==> config.mk <==
export PLATFORM = sky130hd
export DESIGN_NAME = uart_cmd_parser
export DESIGN_NICKNAME = d
export VERILOG_FILES = /design/src/rtl/uart_cmd_pkg.sv /design/src/rtl/uart_cmd_regs.sv /design/src/rtl/uart_cmd_parser.sv
export SDC_FILE = /design/constraint.sdc
export NUM_CORES = 1
export LEC_CHECK = 0
export ABC_AREA = 1
export BUFFER_PORTS_ARGS = -buffer_cell sky130_fd_sc_hd__buf_2
export CAP_MARGIN = 20
export CORE_UTILIZATION = 58
export DETAILED_ROUTE_END_ITERATION = 8
export GPL_ROUTABILITY_DRIVEN = 1
export PLACE_DENSITY = 0.8
export SLEW_MARGIN = 40
export SYNTH_ARGS = -nofsm -noshare
export SYNTH_HDL_FRONTEND = slang
export SYNTH_HIERARCHICAL = 1
export SYNTH_SLANG_ARGS = --single-unit
==> constraint.sdc <==
create_clock -name clk_27m -period 3.25 [get_ports clk_27m]
set_clock_uncertainty 0.2 [all_clocks]
set_input_delay 0.65 -clock clk_27m [delete_from_list [all_inputs] [get_ports clk_27m]]
set_output_delay 0.65 -clock clk_27m [all_outputs]
set_load 0.02 [all_outputs]
==> src/rtl/uart_cmd_pkg.sv <==
// -----------------------------------------------------------------------------
// uart_cmd_pkg
// Shared definitions for the UART command parser and its register bank.
//   HDR_DEFAULT  default frame start marker
//   CMD_*        recognised command identifiers
//   state_e      parser FSM encoding (visible on debug_state)
//   mode_e       converter mode encoding
//   is_known_cmd helper used to split good frames into applied / unknown
// -----------------------------------------------------------------------------
package uart_cmd_pkg;

  localparam logic [7:0] HDR_DEFAULT = 8'hA5;

  localparam logic [7:0] CMD_VSET = 8'h01;
  localparam logic [7:0] CMD_ILIM = 8'h02;
  localparam logic [7:0] CMD_CTRL = 8'h03;
  localparam logic [7:0] CMD_OFF  = 8'h04;

  typedef enum logic [2:0] {
    ST_IDLE    = 3'd0,
    ST_GOT_HDR = 3'd1,
    ST_GOT_CMD = 3'd2,
    ST_GOT_DH  = 3'd3,
    ST_GOT_DL  = 3'd4
  } state_e;

  typedef enum logic [1:0] {
    MODE_AUTO  = 2'b00,
    MODE_BUCK  = 2'b01,
    MODE_BOOST = 2'b10,
    MODE_RSVD  = 2'b11
  } mode_e;

  function automatic logic is_known_cmd(input logic [7:0] cmd);
    return (cmd == CMD_VSET) || (cmd == CMD_ILIM) ||
           (cmd == CMD_CTRL) || (cmd == CMD_OFF);
  endfunction

endpackage

==> src/rtl/uart_cmd_regs.sv <==
// -----------------------------------------------------------------------------
// uart_cmd_regs
// Converter control register bank, written by a decoded command.
//   clk_27m_i  system clock
//   rst_n_i    synchronous active-low reset
//   wr_en_i    write strobe (one cycle, checksum already verified)
//   cmd_i      command identifier selecting the target register
//   data_i     16-bit payload {DH,DL}
//   vset_o     voltage setpoint
//   ilim_o     current limit
//   pwr_en_o   converter enable
//   mode_o     converter mode (reserved value stored as written)
// -----------------------------------------------------------------------------
module uart_cmd_regs
  import uart_cmd_pkg::*;
#(
  parameter logic [15:0] VSET_RST = 16'd0,
  parameter logic [15:0] ILIM_RST = 16'd0
) (
  input  logic        clk_27m_i,
  input  logic        rst_n_i,
  input  logic        wr_en_i,
  input  logic [7:0]  cmd_i,
  input  logic [15:0] data_i,
  output logic [15:0] vset_o,
  output logic [15:0] ilim_o,
  output logic        pwr_en_o,
  output logic [1:0]  mode_o
);

  logic [15:0] vset_q, vset_d;
  logic [15:0] ilim_q, ilim_d;
  logic        pwr_en_q, pwr_en_d;
  mode_e       mode_q, mode_d;

  always_comb begin
    vset_d   = vset_q;
    ilim_d   = ilim_q;
    pwr_en_d = pwr_en_q;
    mode_d   = mode_q;
    if (wr_en_i) begin
      case (cmd_i)
        CMD_VSET: vset_d = data_i;
        CMD_ILIM: ilim_d = data_i;
        CMD_CTRL: begin
          pwr_en_d = data_i[0];
          mode_d   = mode_e'(data_i[2:1]);
        end
        // Emergency off: payload is deliberately ignored.
        CMD_OFF:  pwr_en_d = 1'b0;
        default:  ;
      endcase
    end
  end

  always_ff @(posedge clk_27m_i) begin
    if (!rst_n_i) begin
      vset_q   <= VSET_RST;
      ilim_q   <= ILIM_RST;
      pwr_en_q <= 1'b0;
      mode_q   <= MODE_AUTO;
    end else begin
      vset_q   <= vset_d;
      ilim_q   <= ilim_d;
      pwr_en_q <= pwr_en_d;
      mode_q   <= mode_d;
    end
  end

  assign vset_o   = vset_q;
  assign ilim_o   = ilim_q;
  assign pwr_en_o = pwr_en_q;
  assign mode_o   = mode_q;

endmodule

==> src/rtl/uart_cmd_parser.sv <==
// -----------------------------------------------------------------------------
// uart_cmd_parser
// Frames the UART byte stream into 5-byte packets HDR,CMD,DH,DL,CHK with
// CHK = (CMD+DH+DL) mod 256, and applies good packets to the control
// registers of the buck-boost converter.
//   clk_27m      system clock
//   rst_n        synchronous active-low reset
//   rx_data      received byte, stable while rx_valid is high
//   rx_valid     level, new byte on rising edge
//   rx_error     level, framing error on rising edge
//   vset, ilim   setpoint / current-limit registers
//   pwr_en, mode converter enable and mode
//   cmd_valid    pulse: good frame applied
//   cmd_id       command byte of the last good frame
//   chk_err      pulse: checksum mismatch
//   cmd_err      pulse: checksum OK, unknown command
//   tmo_err      pulse: inter-byte timeout or rx_error abort
//   frame_cnt    good-frame counter (wraps)
//   debug_state  current FSM state
// -----------------------------------------------------------------------------
module uart_cmd_parser
  import uart_cmd_pkg::*;
#(
  parameter logic [7:0]  HDR_BYTE    = HDR_DEFAULT,
  parameter int          TIMEOUT_CYC = 60000,
  parameter int          TMO_W       = 17,
  parameter logic [15:0] VSET_RST    = 16'd0,
  parameter logic [15:0] ILIM_RST    = 16'd0
) (
  input  logic        clk_27m,
  input  logic        rst_n,
  input  logic [7:0]  rx_data,
  input  logic        rx_valid,
  input  logic        rx_error,
  output logic [15:0] vset,
  output logic [15:0] ilim,
  output logic        pwr_en,
  output logic [1:0]  mode,
  output logic        cmd_valid,
  output logic [7:0]  cmd_id,
  output logic        chk_err,
  output logic        cmd_err,
  output logic        tmo_err,
  output logic [7:0]  frame_cnt,
  output logic [2:0]  debug_state
);

  localparam logic [TMO_W-1:0] TMO_LAST = TMO_W'(TIMEOUT_CYC - 1);

  state_e           state_q, state_d;
  logic             rx_valid_q, rx_error_q;
  logic             byte_stb, err_stb, tmo_hit;
  logic [7:0]       cmd_q, cmd_d;
  logic [7:0]       dh_q, dh_d;
  logic [7:0]       dl_q, dl_d;
  logic [7:0]       sum_q, sum_d;
  logic [TMO_W-1:0] tmo_cnt_q, tmo_cnt_d;
  logic             cmd_valid_q, cmd_valid_d;
  logic             chk_err_q, chk_err_d;
  logic             cmd_err_q, cmd_err_d;
  logic             tmo_err_q, tmo_err_d;
  logic [7:0]       cmd_id_q, cmd_id_d;
  logic [7:0]       frame_cnt_q, frame_cnt_d;
  logic             reg_we;

  assign byte_stb = rx_valid & ~rx_valid_q;
  assign err_stb  = rx_error & ~rx_error_q;
  assign tmo_hit  = (state_q != ST_IDLE) && (tmo_cnt_q == TMO_LAST);

  // Inter-byte timer: only runs while a frame is open; saturates at the
  // terminal value so a stuck state can never wrap back to a small count.
  always_comb begin
    tmo_cnt_d = tmo_cnt_q;
    if (state_q == ST_IDLE || byte_stb) begin
      tmo_cnt_d = '0;
    end else if (tmo_cnt_q != TMO_LAST) begin
      tmo_cnt_d = tmo_cnt_q + 1'b1;
    end
  end

  always_comb begin
    state_d     = state_q;
    cmd_d       = cmd_q;
    dh_d        = dh_q;
    dl_d        = dl_q;
    sum_d       = sum_q;
    cmd_valid_d = 1'b0;
    chk_err_d   = 1'b0;
    cmd_err_d   = 1'b0;
    tmo_err_d   = 1'b0;
    cmd_id_d    = cmd_id_q;
    frame_cnt_d = frame_cnt_q;
    reg_we      = 1'b0;

    // Priority: receive error aborts an open frame and swallows any byte
    // arriving in the same cycle; a byte beats a coincident timeout.
    if (err_stb && state_q != ST_IDLE) begin
      state_d   = ST_IDLE;
      tmo_err_d = 1'b1;
    end else if (byte_stb) begin
      case (state_q)
        ST_IDLE: begin
          if (rx_data == HDR_BYTE) state_d = ST_GOT_HDR;
        end
        ST_GOT_HDR: begin
          cmd_d   = rx_data;
          sum_d   = rx_data;
          state_d = ST_GOT_CMD;
        end
        ST_GOT_CMD: begin
          dh_d    = rx_data;
          sum_d   = sum_q + rx_data;
          state_d = ST_GOT_DH;
        end
        ST_GOT_DH: begin
          dl_d    = rx_data;
          sum_d   = sum_q + rx_data;
          state_d = ST_GOT_DL;
        end
        ST_GOT_DL: begin
          state_d = ST_IDLE;
          if (rx_data != sum_q) begin
            chk_err_d = 1'b1;
          end else if (is_known_cmd(cmd_q)) begin
            reg_we      = 1'b1;
            cmd_valid_d = 1'b1;
            cmd_id_d    = cmd_q;
            frame_cnt_d = frame_cnt_q + 8'd1;
          end else begin
            cmd_err_d = 1'b1;
          end
        end
        default: state_d = ST_IDLE;
      endcase
    end else if (tmo_hit) begin
      state_d   = ST_IDLE;
      tmo_err_d = 1'b1;
    end
  end

  always_ff @(posedge clk_27m) begin
    if (!rst_n) begin
      state_q     <= ST_IDLE;
      rx_valid_q  <= 1'b0;
      rx_error_q  <= 1'b0;
      cmd_q       <= 8'd0;
      dh_q        <= 8'd0;
      dl_q        <= 8'd0;
      sum_q       <= 8'd0;
      tmo_cnt_q   <= '0;
      cmd_valid_q <= 1'b0;
      chk_err_q   <= 1'b0;
      cmd_err_q   <= 1'b0;
      tmo_err_q   <= 1'b0;
      cmd_id_q    <= 8'd0;
      frame_cnt_q <= 8'd0;
    end else begin
      state_q     <= state_d;
      rx_valid_q  <= rx_valid;
      rx_error_q  <= rx_error;
      cmd_q       <= cmd_d;
      dh_q        <= dh_d;
      dl_q        <= dl_d;
      sum_q       <= sum_d;
      tmo_cnt_q   <= tmo_cnt_d;
      cmd_valid_q <= cmd_valid_d;
      chk_err_q   <= chk_err_d;
      cmd_err_q   <= cmd_err_d;
      tmo_err_q   <= tmo_err_d;
      cmd_id_q    <= cmd_id_d;
      frame_cnt_q <= frame_cnt_d;
    end
  end

  // The write uses the latched DH/DL; the checksum byte itself is not data.
  uart_cmd_regs #(
    .VSET_RST (VSET_RST),
    .ILIM_RST (ILIM_RST)
  ) u_regs (
    .clk_27m_i (clk_27m),
    .rst_n_i   (rst_n),
    .wr_en_i   (reg_we),
    .cmd_i     (cmd_q),
    .data_i    ({dh_q, dl_q}),
    .vset_o    (vset),
    .ilim_o    (ilim),
    .pwr_en_o  (pwr_en),
    .mode_o    (mode)
  );

  assign cmd_valid   = cmd_valid_q;
  assign chk_err     = chk_err_q;
  assign cmd_err     = cmd_err_q;
  assign tmo_err     = tmo_err_q;
  assign cmd_id      = cmd_id_q;
  assign frame_cnt   = frame_cnt_q;
  assign debug_state = state_q;

endmodule

==> impl_metrics.json <==
{
  "grt_pass1_vias": 4526,
  "p_sw_frac": 0.237,
  "area_delta_synth_final_pct": 12.1,
  "fmax_mhz": 364,
  "hold_viol": 0,
  "synth_warnings": 6,
  "die_h_um": 96.6,
  "dp_hpwl_mm": 8.62,
  "drtAntennaViolNets": 0,
  "synth_cells": 732,
  "fin_crit_sh": 0.846,
  "nets": 821,
  "synthesis.nets": 754,
  "postCtsHoldBufs": 0,
  "cts.sinks": 109,
  "synth-edff-count": 0,
  "post_cts_resized": 0,
  "comb_power_share": 0.039,
  "synth_top_family_by_area": "simple AND/OR/NAND/NOR gates",
  "drc": 0,
  "vias": 4847,
  "antenna_found_initial": 0,
  "clkPwrFrac": 0.379,
  "clk_latency_ps": 370,
  "synth_xor_area_frac": 0.0101,
  "synthTopCellsByArea": "dfxtp_1 42%, nand2_1 10%, nand3_1 8.7%",
  "grt_overflow_total": 0,
  "grt_util_all_layers": 0.255,
  "synth.area.mux_share": 0,
  "p_per_area_nw_per_um2": 395,
  "cp.arrival_ps": 2860,
  "synthArstFlopShare": 0,
  "p_int_mw": 1.75,
  "clk_pin_slew_worst_paths_ps": 110,
  "routabilityCongestion": 0.887,
  "power_frac_seq": 0.582,
  "post-synth-top-area-cell": "dfxtp_1",
  "setup_viol": 0,
  "slew-limit-headroom": 0.676,
  "dpl.cell_count": 896,
  "yosys.area_share.simple": 0.368,
  "critPathLaunchType": "input port",
  "htreeDepth": 3,
  "die_w_um": 96.6,
  "drv_slew": 0,
  "worst_slew_pin_slew_ps": 486,
  "cts_made_buffers": 9,
  "grt_pass1_wl_mm": 20.1,
  "maxCapViolCount": 0,
  "worstPathRequired_ps": 3370,
  "diodes": 0,
  "clockBufferDepth": 2,
  "drive_gt1_frac": 0.183,
  "fin_util": 0.671,
  "first_iter_violations": 230,
  "cts_tree": "yes",
  "rsz0062_at_grt": "no",
  "switching_power_mw": 0.544,
  "io_pins": 70,
  "synth_top_area_share": 0.420,
  "wirelength_mm": 11.5,
  "path_class": "input port to register",
  "grt_start_max_net_pins": 33,
  "portBuffers": 69,
  "start_util": 0.598,
  "synthAdderAreaFrac": 0.0255,
  "synth_compound_gate_area_share": 0.0911,
  "cp_max_fo": 16,
  "syn_avg_cell_area_um2": 7.10,
  "yosysMostFrequentCell": "nand2_1",
  "synth.distinct_cells": 35,
  "p_leak_nw": 2.54,
  "synthFlopType": "dfxtp_1",
  "seq_area_frac_synth": 0.420,
  "post_cts_buffers": 0,
  "finalSetupTns_ps": 0,
  "min_path_type": "register to register",
  "wl_per_cell_um": 12.6,
  "die_area_um2": 9340,
  "viasPerCell": 5.31,
  "stdcell_count": 912,
  "core_area_um2": 8680,
  "status": "completed",
  "ys_ff_latch": 109,
  "critPathCaptureType": "register",
  "ys_top_cells_by_count": "143 x nand2_1, 109 x dfxtp_1, 105 x nor2_1",
  "synthesis.area_um2": 5190,
  "ctsRootBufferMaster": "clkbuf_8",
  "dr.pass1.iters": 5,
  "rows": 34,
  "peakVddDrop_v": 0.000239,
  "period_minus_slack_ps": 2750
}
==> per-layer routing <==
layer / up-vias / track usage / routed length [um] / part of all wire
li1: 2484 / - / - / -
met1: 2208 / 0.305 / 4980 / 0.43
met2: 130 / 0.460 / 5740 / 0.50
met3: 25 / 0.0405 / 484 / 0.042
met4: 0 / 0.0930 / 258 / 0.023
met5: - / 0 / 0 / 0
==> state kept, by name (all words and copies together) (netlist names), 2 cells and up <==
| name | count |
|---|---|
| frame_cnt | 8 |
| u_regs/ilim_o | 16 |
| u_regs/vset_o | 16 |
| tmo_cnt_q | 17 |
| dh_q | 8 |
| debug_state | 3 |
| cmd_id | 8 |
| u_regs/mode_o | 2 |
| dl_q | 8 |
| cmd_q | 8 |
| sum_q | 8 |
==> cell families after synthesis <==
family                     after synthesis
and+or+nand+nor                        409
DFF                                    109
buffers and inverters                  106
AOI/OAI and AO/OA                       92
adders and majority gates               10
xor gates and xnor gates                 6
==> per-stage QoR <==
stage	total power, mW	instance area [um^2]	setup slack, ps	hold WS, ps
global placement	1.46	5610	227	240
global route	2.39	5820	246	281
floorplan	1.43	5190	616	239
finish	2.30	5820	501	261
detailed placement	1.46	5610	106	244
CTS	2.32	5820	494	261
==> power groups by stage <==
stage | Combinational (mW) | Sequential [mW] | Clock, mW
6_report | 0.0904 | 1.34 | 0.871
4_1_cts | 0.0899 | 1.34 | 0.888
5_1_grt | 0.101 | 1.34 | 0.951
3_3_place_gp | 0.0876 | 1.37 | 0
3_5_place_dp | 0.0894 | 1.37 | 0
2_1_floorplan | 0.0610 | 1.37 | 0
==> area by class of cell <==
class                   count  area, um^2
clock buffers              10         138
multi-input cells         517        2570
fillers                   788        2860
repair buffers             76         398
flip-flops and latches    109        2180
well taps                 108         135
clock inverters             6        76.3
inverters                  86         324
==> placed cells by master (no fill, tap or decap), types with 3 or more instances in the layout <==
cell | netlist | routed
nand3b_1 | 3 | 3
nand2_2 | 11 | 11
nor2_1 | 105 | 105
nand2_1 | 143 | 143
buf_2 | 5 | 69
inv_2 | 4 | 4
a21oi_1 | 58 | 58
xor2_1 | 4 | 4
o21ai_0 | 26 | 26
nand3_2 | 3 | 3
nor2_2 | 23 | 23
nand4_1 | 9 | 9
nor2_4 | 7 | 7
nand3_1 | 90 | 90
dfxtp_1 | 109 | 109
nor3_1 | 7 | 7
inv_1 | 81 | 81
ha_1 | 9 | 9
buf_4 | 2 | 7
clkbuf_8 | 0 | 10
a31oi_1 | 3 | 3
nor3_4 | 3 | 3
==> critical path, cell delays in order <==
cell      delay [ps]
buf_2            140
ha_1             370
nor2_1           120
nand2_1           50
nor2_1           260
nand2_1          110
nor2_1           110
nand2_1           70
inv_1            170
nand2_1           90
clkinv_2          70
nand3_2          100
nor2_4           340
nor2_1            80
nor2_1           120
==> path summary, 6_finish.rpt <==
kind	from	slack, ps	cells past startpoint	to
setup / recovery	rx_data[5]	500	15	u_regs/ilim_o[14]
hold / removal	cmd_id[5]	260	2	cmd_id[5]
setup reg to reg	sum_q[5]	620	14	u_regs/ilim_o[14]
hold reg to reg	cmd_id[5]	260	2	cmd_id[5]
No activity file was read; power rests on OpenSTA's default activity.
